===== config.mk =====
export PLATFORM = sky130hd
export DESIGN_NAME = mc_sequencer_flat
export DESIGN_NICKNAME = d
export VERILOG_FILES = /design/src/rtl/mc_seq_pkg.sv /design/src/rtl/mc_sequencer_if.sv /design/src/rtl/mc_wait_timer.sv /design/src/rtl/mc_sequencer.sv /design/src/flat_wrapper.sv
export SDC_FILE = /design/constraint.sdc
export NUM_CORES = 1
export LEC_CHECK = 0
export BUFFER_PORTS_ARGS = -buffer_cell sky130_fd_sc_hd__buf_2
export CORE_UTILIZATION = 39
export CTS_BUF_LIST = sky130_fd_sc_hd__clkbuf_4 sky130_fd_sc_hd__clkbuf_8
export DETAILED_ROUTE_END_ITERATION = 10
export GPL_ROUTABILITY_DRIVEN = 0
export MAX_ROUTING_LAYER = met4
export PLACE_DENSITY_LB_ADDON = 0.15
export REMOVE_ABC_BUFFERS = 1
export SYNTH_ARGS = -nofsm -noshare
export SYNTH_HDL_FRONTEND = slang
export SYNTH_SLANG_ARGS = --single-unit

===== constraint.sdc =====
create_clock -name clk -period 2.2 [get_ports clk]
set_clock_uncertainty 0.05 [all_clocks]
set_input_delay 0.22 -clock clk [delete_from_list [all_inputs] [get_ports clk]]
set_output_delay 0.22 -clock clk [all_outputs]
set_load 0.03 [all_outputs]

===== src/rtl/mc_seq_pkg.sv =====
// Shared encodings for the multi-cycle control sequencer: states, opcodes,
// select encodings, fault codes and the EXEC-stage ALU decode helpers.
package mc_seq_pkg;

  typedef enum logic [2:0] {
    ST_IDLE   = 3'd0,
    ST_FETCH  = 3'd1,
    ST_DECODE = 3'd2,
    ST_EXEC   = 3'd3,
    ST_MEM    = 3'd4,
    ST_WB     = 3'd5,
    ST_HALT   = 3'd6,
    ST_FAULT  = 3'd7
  } state_t;

  typedef enum logic [1:0] {
    FLT_NONE     = 2'd0,
    FLT_FETCH_TO = 2'd1,
    FLT_ILLEGAL  = 2'd2,
    FLT_DATA_TO  = 2'd3
  } fault_t;

  localparam logic [6:0] OP_R      = 7'b0110011;
  localparam logic [6:0] OP_IALU   = 7'b0010011;
  localparam logic [6:0] OP_LOAD   = 7'b0000011;
  localparam logic [6:0] OP_STORE  = 7'b0100011;
  localparam logic [6:0] OP_BRANCH = 7'b1100011;
  localparam logic [6:0] OP_JAL    = 7'b1101111;
  localparam logic [6:0] OP_JALR   = 7'b1100111;
  localparam logic [6:0] OP_LUI    = 7'b0110111;
  localparam logic [6:0] OP_SYSTEM = 7'b1110011;

  localparam logic [1:0] PC_PLUS4  = 2'd0;
  localparam logic [1:0] PC_BRANCH = 2'd1;
  localparam logic [1:0] PC_ALU    = 2'd2;
  localparam logic [1:0] PC_JAL    = 2'd3;

  localparam logic [1:0] WB_IMM = 2'd0;
  localparam logic [1:0] WB_ALU = 2'd1;
  localparam logic [1:0] WB_MDR = 2'd2;
  localparam logic [1:0] WB_PC4 = 2'd3;

  localparam logic RHS_B   = 1'b0;
  localparam logic RHS_IMM = 1'b1;

  localparam logic [3:0] ALU_ADD = 4'b0000;
  localparam logic [3:0] ALU_SUB = 4'b1000;

  localparam logic [2:0] F3_BEQ = 3'b000;
  localparam logic [2:0] F3_BNE = 3'b001;
  localparam logic [2:0] F3_SR  = 3'b101;

  // Opcodes that proceed from DECODE to EXEC (SYSTEM is handled separately).
  function automatic logic is_exec_op(input logic [6:0] op);
    return (op == OP_R) || (op == OP_IALU) || (op == OP_LOAD) ||
           (op == OP_STORE) || (op == OP_BRANCH) || (op == OP_JAL) ||
           (op == OP_JALR) || (op == OP_LUI);
  endfunction

  // ALU operation for EXEC; only shifts-right distinguish SRL/SRA on I-ALU.
  function automatic logic [3:0] exec_alu_op(input logic [6:0] op,
                                             input logic [2:0] f3,
                                             input logic       f7_5);
    logic [3:0] res;
    res = 4'b0000;
    case (op)
      OP_R:                      res = {f7_5, f3};
      OP_IALU:                   res = {(f3 == F3_SR) & f7_5, f3};
      OP_LOAD, OP_STORE, OP_JALR: res = ALU_ADD;
      OP_BRANCH:                 res = ALU_SUB;
      default:                   res = 4'b0000;
    endcase
    return res;
  endfunction

  // Immediate operand is used by I-ALU, address generation and JALR.
  function automatic logic exec_rhs_imm(input logic [6:0] op);
    return (op == OP_IALU) || (op == OP_LOAD) || (op == OP_STORE) || (op == OP_JALR);
  endfunction

endpackage


===== src/rtl/mc_sequencer_if.sv =====
// Instruction/data memory handshake bundle between sequencer and memories.
// Handshake: a req, once raised, stays high and unchanged (including
// dm_write) until the cycle its ack is seen high; the transfer completes in
// that ack cycle (read data valid in the same cycle) and req may drop next.
interface mc_sequencer_if;
  logic im_req;
  logic im_ack;
  logic dm_req;
  logic dm_ack;
  logic dm_write;

  modport master (output im_req, output dm_req, output dm_write,
                  input im_ack, input dm_ack);
  modport slave  (input im_req, input dm_req, input dm_write,
                  output im_ack, output dm_ack);
endinterface


===== src/rtl/mc_wait_timer.sv =====
// Wait-state timer: counts cycles an outstanding request goes unanswered and
// flags expiry once the count reaches TIMEOUT. TIMEOUT = 0 never expires.
module mc_wait_timer #(
  parameter int TIMEOUT = 15
) (
  input  logic clk,
  input  logic rst,
  input  logic clear,
  input  logic count,
  output logic expired
);
  localparam int CW = (TIMEOUT < 2) ? 1 : $clog2(TIMEOUT + 1);
  localparam logic [CW-1:0] LIMIT = CW'(TIMEOUT);

  logic [CW-1:0] cnt;

  assign expired = (TIMEOUT != 0) && (cnt == LIMIT);

  // Wait counter; parks at LIMIT so expiry is stable until cleared.
  always_ff @(posedge clk or negedge rst) begin
    if (!rst) begin
      cnt <= '0;
    end else if (clear) begin
      cnt <= '0;
    end else if (count && (TIMEOUT != 0) && !expired) begin
      cnt <= cnt + 1'b1;
    end
  end
endmodule


===== src/rtl/mc_sequencer.sv =====
// Multi-cycle control sequencer: FETCH/DECODE/EXEC/MEM/WB with req/ack
// memories, bus timeout and illegal-instruction faults, halt on SYSTEM, and
// cycle / retired-instruction counters.
module mc_sequencer
  import mc_seq_pkg::*;
#(
  parameter int TIMEOUT = 15,
  parameter int CNT_W   = 32
) (
  input  logic             clk,
  input  logic             rst,
  input  logic [6:0]       inst_opcode,
  input  logic [2:0]       inst_func3,
  input  logic [6:0]       inst_func7,
  input  logic             alu_zero,
  mc_sequencer_if.master   mem,
  output logic             ir_write,
  output logic             pc_write,
  output logic [1:0]       pc_update_sel,
  output logic             regs_write,
  output logic [3:0]       alu_op,
  output logic             alu_rhs_sel,
  output logic [1:0]       reg_writeback_sel,
  output logic [2:0]       state,
  output logic             stat,
  output logic [1:0]       fault_code,
  output logic [CNT_W-1:0] cycle_cnt,
  output logic [CNT_W-1:0] instret_cnt
);
  state_t state_q, state_next;
  fault_t fault_q, fault_next;
  logic   im_req_c, dm_req_c, dm_write_c, retire;
  logic   timer_clear, timer_count, timer_expired;
  logic   br_taken;

  // Only func7[5] selects an ALU variant; the rest of func7 is immediate bits.
  logic unused_func7;
  assign unused_func7 = ^{inst_func7[6], inst_func7[4:0]};

  assign mem.im_req   = im_req_c;
  assign mem.dm_req   = dm_req_c;
  assign mem.dm_write = dm_write_c;

  assign state      = state_q;
  assign fault_code = fault_q;
  assign stat       = (state_q == ST_HALT) || (state_q == ST_FAULT);
  assign br_taken   = (inst_func3 == F3_BEQ) ? alu_zero : !alu_zero;

  assign timer_count = (im_req_c && !mem.im_ack) || (dm_req_c && !mem.dm_ack);
  assign timer_clear = !timer_count;

  mc_wait_timer #(.TIMEOUT(TIMEOUT)) u_timer (
    .clk     (clk),
    .rst     (rst),
    .clear   (timer_clear),
    .count   (timer_count),
    .expired (timer_expired)
  );

  // State and fault-code registers.
  always_ff @(posedge clk or negedge rst) begin
    if (!rst) begin
      state_q <= ST_IDLE;
      fault_q <= FLT_NONE;
    end else begin
      state_q <= state_next;
      fault_q <= fault_next;
    end
  end

  // Next-state and datapath strobes from state, IR fields and acks.
  always_comb begin
    state_next        = state_q;
    fault_next        = fault_q;
    retire            = 1'b0;
    im_req_c          = 1'b0;
    dm_req_c          = 1'b0;
    dm_write_c        = 1'b0;
    ir_write          = 1'b0;
    pc_write          = 1'b0;
    pc_update_sel     = PC_PLUS4;
    regs_write        = 1'b0;
    alu_op            = 4'b0000;
    alu_rhs_sel       = RHS_B;
    reg_writeback_sel = WB_IMM;
    case (state_q)
      ST_IDLE: state_next = ST_FETCH;
      ST_FETCH: begin
        im_req_c = 1'b1;
        if (mem.im_ack) begin
          ir_write   = 1'b1;
          state_next = ST_DECODE;
        end else if (timer_expired) begin
          state_next = ST_FAULT;
          fault_next = FLT_FETCH_TO;
        end
      end
      ST_DECODE: begin
        if (is_exec_op(inst_opcode)) begin
          state_next = ST_EXEC;
        end else if (inst_opcode == OP_SYSTEM) begin
          state_next = ST_HALT;
        end else begin
          state_next = ST_FAULT;
          fault_next = FLT_ILLEGAL;
        end
      end
      ST_EXEC: begin
        alu_op      = exec_alu_op(inst_opcode, inst_func3, inst_func7[5]);
        alu_rhs_sel = exec_rhs_imm(inst_opcode);
        if ((inst_opcode == OP_LOAD) || (inst_opcode == OP_STORE)) begin
          state_next = ST_MEM;
        end else if (inst_opcode == OP_BRANCH) begin
          if ((inst_func3 == F3_BEQ) || (inst_func3 == F3_BNE)) begin
            pc_write      = 1'b1;
            pc_update_sel = br_taken ? PC_BRANCH : PC_PLUS4;
            retire        = 1'b1;
            state_next    = ST_FETCH;
          end else begin
            state_next = ST_FAULT;
            fault_next = FLT_ILLEGAL;
          end
        end else begin
          state_next = ST_WB;
        end
      end
      ST_MEM: begin
        dm_req_c   = 1'b1;
        dm_write_c = (inst_opcode == OP_STORE);
        if (mem.dm_ack) begin
          if (inst_opcode == OP_STORE) begin
            pc_write   = 1'b1;
            retire     = 1'b1;
            state_next = ST_FETCH;
          end else begin
            state_next = ST_WB;
          end
        end else if (timer_expired) begin
          state_next = ST_FAULT;
          fault_next = FLT_DATA_TO;
        end
      end
      ST_WB: begin
        regs_write = 1'b1;
        pc_write   = 1'b1;
        retire     = 1'b1;
        state_next = ST_FETCH;
        case (inst_opcode)
          OP_R, OP_IALU:   reg_writeback_sel = WB_ALU;
          OP_LOAD:         reg_writeback_sel = WB_MDR;
          OP_JAL, OP_JALR: reg_writeback_sel = WB_PC4;
          default:         reg_writeback_sel = WB_IMM;
        endcase
        if (inst_opcode == OP_JAL) begin
          pc_update_sel = PC_JAL;
        end else if (inst_opcode == OP_JALR) begin
          pc_update_sel = PC_ALU;
        end
      end
      ST_HALT, ST_FAULT: state_next = state_q;
      default: state_next = ST_IDLE;
    endcase
  end

  // Active-cycle and retired-instruction counters (wrap naturally).
  always_ff @(posedge clk or negedge rst) begin
    if (!rst) begin
      cycle_cnt   <= '0;
      instret_cnt <= '0;
    end else begin
      if ((state_q != ST_IDLE) && !stat) begin
        cycle_cnt <= cycle_cnt + 1'b1;
      end
      if (retire) begin
        instret_cnt <= instret_cnt + 1'b1;
      end
    end
  end
endmodule


===== src/flat_wrapper.sv =====
// flat-port wrapper written by rule: the top's interface ports become plain ports
module mc_sequencer_flat import mc_seq_pkg::*;
#(
  parameter int TIMEOUT = 15,
  parameter int CNT_W   = 32
)
  (clk, rst, inst_opcode, inst_func3, inst_func7, alu_zero, ir_write, pc_write, pc_update_sel, regs_write, alu_op, alu_rhs_sel, reg_writeback_sel, state, stat, fault_code, cycle_cnt, instret_cnt, mem_im_req, mem_dm_req, mem_dm_write, mem_im_ack, mem_dm_ack);
  mc_sequencer_if mem_i ();
  input  logic clk;
  input  logic rst;
  input  logic [6:0] inst_opcode;
  input  logic [2:0] inst_func3;
  input  logic [6:0] inst_func7;
  input  logic alu_zero;
  output logic ir_write;
  output logic pc_write;
  output logic [1:0] pc_update_sel;
  output logic regs_write;
  output logic [3:0] alu_op;
  output logic alu_rhs_sel;
  output logic [1:0] reg_writeback_sel;
  output logic [2:0] state;
  output logic stat;
  output logic [1:0] fault_code;
  output logic [CNT_W-1:0] cycle_cnt;
  output logic [CNT_W-1:0] instret_cnt;
  output wire logic [$bits(mem_i.im_req)-1:0] mem_im_req;
  output wire logic [$bits(mem_i.dm_req)-1:0] mem_dm_req;
  output wire logic [$bits(mem_i.dm_write)-1:0] mem_dm_write;
  input wire logic [$bits(mem_i.im_ack)-1:0] mem_im_ack;
  input wire logic [$bits(mem_i.dm_ack)-1:0] mem_dm_ack;
  assign mem_im_req = mem_i.im_req;
  assign mem_dm_req = mem_i.dm_req;
  assign mem_dm_write = mem_i.dm_write;
  assign mem_i.im_ack = mem_im_ack;
  assign mem_i.dm_ack = mem_dm_ack;
  mc_sequencer #(.TIMEOUT(TIMEOUT), .CNT_W(CNT_W)) u_core (.clk(clk), .rst(rst), .inst_opcode(inst_opcode), .inst_func3(inst_func3), .inst_func7(inst_func7), .alu_zero(alu_zero), .mem(mem_i), .ir_write(ir_write), .pc_write(pc_write), .pc_update_sel(pc_update_sel), .regs_write(regs_write), .alu_op(alu_op), .alu_rhs_sel(alu_rhs_sel), .reg_writeback_sel(reg_writeback_sel), .state(state), .stat(stat), .fault_code(fault_code), .cycle_cnt(cycle_cnt), .instret_cnt(instret_cnt));
endmodule

==> reports/summary.txt <==
Top delay family on crit path: simple AND/OR/NAND/NOR gates
Worst-skew pair later-pin latency: 340 ps
Warnings from Yosys: 0
Worst setup SP type: flop
I/O Buffers: 100
Pint: 0.00250 W
Netlist cell types: 55
Clock power frac: 22.8%
R2R Path End: u_core.instret_cnt[25]
Slowest stage cell, crit path: or4_4
Placeable core area: 9420 um^2
Async set-reset flop share out of synthesis: 100%
HPWL after DPL: 6310 um
Die Wd: 101 um
Clock transition at path regs: 80 ps
Row cnt: 35
CP required: 1930 ps
Switch Pwr: 0.00168 W
Die height: 101 um
Drt total wl: 8580 um
CP endpoint kind: output pin
EDFF count, synth: 0
Via count: 3,156
Initial core utilization: 40.9%
Power Dens Cells: 865 nW/um^2
CTS H-tree depth: 3
Leak pwr: 2.41 nW
ANT cells: 0
DRC violations left: 0
Final core occ: 51.3%
R2R cell count: 6
Num CTS Buffers: 9
Status: completed
Hold Crit Class: in2reg
Number of stages on the worst setup path: 4
CTS tree: yes
Clock Tree Buf Depth: 2
Routed Antenna Nets: 0
Final Non-Filler Cells: 627
Clock root cell: clkbuf_8
Synth Instances: 372
Hold depth: 3
Syn avg cell area: 10.4 um^2
Initial antenna violation count: 0
WP buf/inv: 1
Gr ovfl total: 0
Period Utilization, post-route: 95.6%
CP Max Fanout: 5
Critical path class: reg2out
CP endpoint: pc_update_sel[0]
Final setup viols: 0
Worst slew pin tran: 652 ps
R2R setup slack: 130 ps
Comb power frac: 37.7%
Crit-path cells: nand3b_4 > or4_4 > o21ai_0 > buf_4
Vias per cell: 5.03
Final net count: 518
WP data arrival: 1830 ps
Final Hold Vio Count: 0
CTS sink cnt: 73
Cell area after synthesis: 3850 um^2
Syn-to-layout area delta: 25.2%
First-pass GRT wire length: 14,400 um
Maxcap violations: 0
Tmin final: 2100 ps
Die area: 10,300 um^2
GR Util All Layers: 18.4%
Wire per inst: 13.7 um
Largest net degree at the start of global routing: 49
Vias in the first global route: 2,966
Fmax: 475 MHz
IO Pins: 107
Peak VDD IR: 0.647 mV
Slew HR: 56.1%
DP Cell Count: 609
Share of post-route cells with drive strength above 1: 32.3%
Register area share after synthesis: 47.4%
#FFs+latches synth: 73
Number of max-slew violations in the final report: 0
Crit path from: u_core.state[2]
Net Sw Frac: 40.2%
R2R Path Start: u_core.state[2]
Prevailing post-synth register cell: dfrtp_1
Sequential Power Share: 39.5%
CP max stage delay: 580 ps
Initial drt markers: 109
Drt pass-1 iters: 4
logic make-up (layout without fill, tap and decap cells):
logic type,after synthesis,count (layout),synth area share [%]
simple gates,179,179,27.4
flops,73,73,47.4
xor+xnor,64,64,14.5
compound gates,34,34,7.04
buf+inv,17,143,2.11
fa+ha+maj,3,3,0.974
mux,2,2,0.584
how the worst min path moves through the flow:
stage,startpoint,to,slack [ps]
final,inst_opcode[3],u_core.state[2],220
after global routing,inst_opcode[3],u_core.state[2],220
after CTS,inst_opcode[3],u_core.state[2],200
after detailed placement,rst,u_core.cycle_cnt[4],100
after global placement,rst,u_core.cycle_cnt[4],110
after floorplan,rst,u_core.cycle_cnt[0],-130
registers in the layout, indices dropped and copies added (netlist names):
signal and cells:
u_core.u_timer.cnt 4, u_core.cycle_cnt 32, u_core.instret_cnt 32, u_core.state 3, u_core.fault_code 2
synthesized netlist by cell type (2+ instances only):
library cell	instances	area [um^2]
nand2_1	42	158
nor3b_1	2	15.0
nand3_1	19	95.1
ha_1	3	37.5
xnor2_1	39	342
buf_6	2	22.5
nor3b_2	3	37.5
o21ai_0	7	35.0
clkbuf_1	4	15.0
or3_1	2	12.5
nor2b_1	3	18.8
a21oi_1	7	35.0
nor3_1	11	55.1
or2_2	2	12.5
nor2_1	33	124
nand4_1	17	106
and2_1	6	37.5
and4_1	6	52.6
buf_2	2	10.0
nand2b_1	3	18.8
a31oi_1	2	12.5
nor4_2	4	50.1
mux2_2	2	22.5
o22a_1	3	26.3
nand3b_1	2	15.0
dfrtp_1	73	1830
xor2_1	25	219
inv_1	8	30.0
nor4b_2	2	30.0
and3_1	11	68.8
nor3_2	3	30.0
final cells by class:
cell class | instances | area, um^2
fill | 885 | 4590
multi-input combinational | 282 | 1970
sequential | 73 | 1830
clock buffer | 10 | 138
tap | 129 | 161
timing repair buffer | 119 | 663
clock inverter | 6 | 42.5
inverter | 8 | 30.0
stage by stage:
stage / setup TNS [ps] / cell area [um^2] / worst slack, ps / power, W / hold slack (ps)
floorplan: -3000 / 3800 / -327 / 0.00269 / -126
global placement: 0 / 4610 / 52.4 / 0.00321 / 105
detailed placement: 0 / 4610 / 30.1 / 0.00323 / 105
CTS: 0 / 4810 / 54.1 / 0.00422 / 196
global route: -3.28 / 4830 / -3.28 / 0.00445 / 220
finish: 0 / 4830 / 96.3 / 0.00417 / 215
power groups by stage:
| stage | Combinational (W) | Sequential (W) | Clock [W] |
|---|---|---|---|
| after floorplan | 0.000716 | 0.00198 | 0 |
| after global placement | 0.00154 | 0.00166 | 0 |
| after detailed placement | 0.00156 | 0.00167 | 0 |
| after CTS | 0.00158 | 0.00165 | 0.000990 |
| after global routing | 0.00171 | 0.00167 | 0.00107 |
| final | 0.00157 | 0.00165 | 0.000953 |
per-layer routing:
metal / wire length (um) / up-vias / GRT usage (%)
li1: - / 1552 / -
met1: 4220 / 1504 / 25.0
met2: 3820 / 92 / 27.0
met3: 419 / 8 / 4.62
met4: 123 / 0 / 5.35
met5: 0 / - / -
layout by cell type, fill, tap and decap left out, types with 3 or more instances in the layout:
cell type and n:
o22a_1 3, and3_1 11, and2_1 6, nand4_1 17, nor2_1 33, nand2b_1 3
o21ai_0 7, dfrtp_1 73, xor2_1 25, nor3_2 4, xnor2_1 39, and4_1 6
clkbuf_8 10, inv_1 8, a21oi_1 7, ha_1 3, nand2_1 42, buf_2 98
nor4_2 4, buf_4 19, nor3_1 10, nand3_1 19, nor2b_1 3
timing repair:
| item | in CTS | in global routing |
|---|---|---|
| buffers inserted | 1 | 0 |
| pin swaps | 0 | 0 |
| gates resized for setup | 1 | 3 |
| hold buffers | 1 | 0 |
| endpoints found under the setup margin | 1 | 9 |
| endpoints found under the hold margin | 25 | 0 |
worst reg2reg max path: cells and delay by family (launching register included):
family	cells	cell delay, ps
simple gates	3	1070
compound gates	1	160
buf+inv	1	190
xor+xnor	1	170
flops	1	380
No activity file was read; power rests on OpenSTA's default activity.
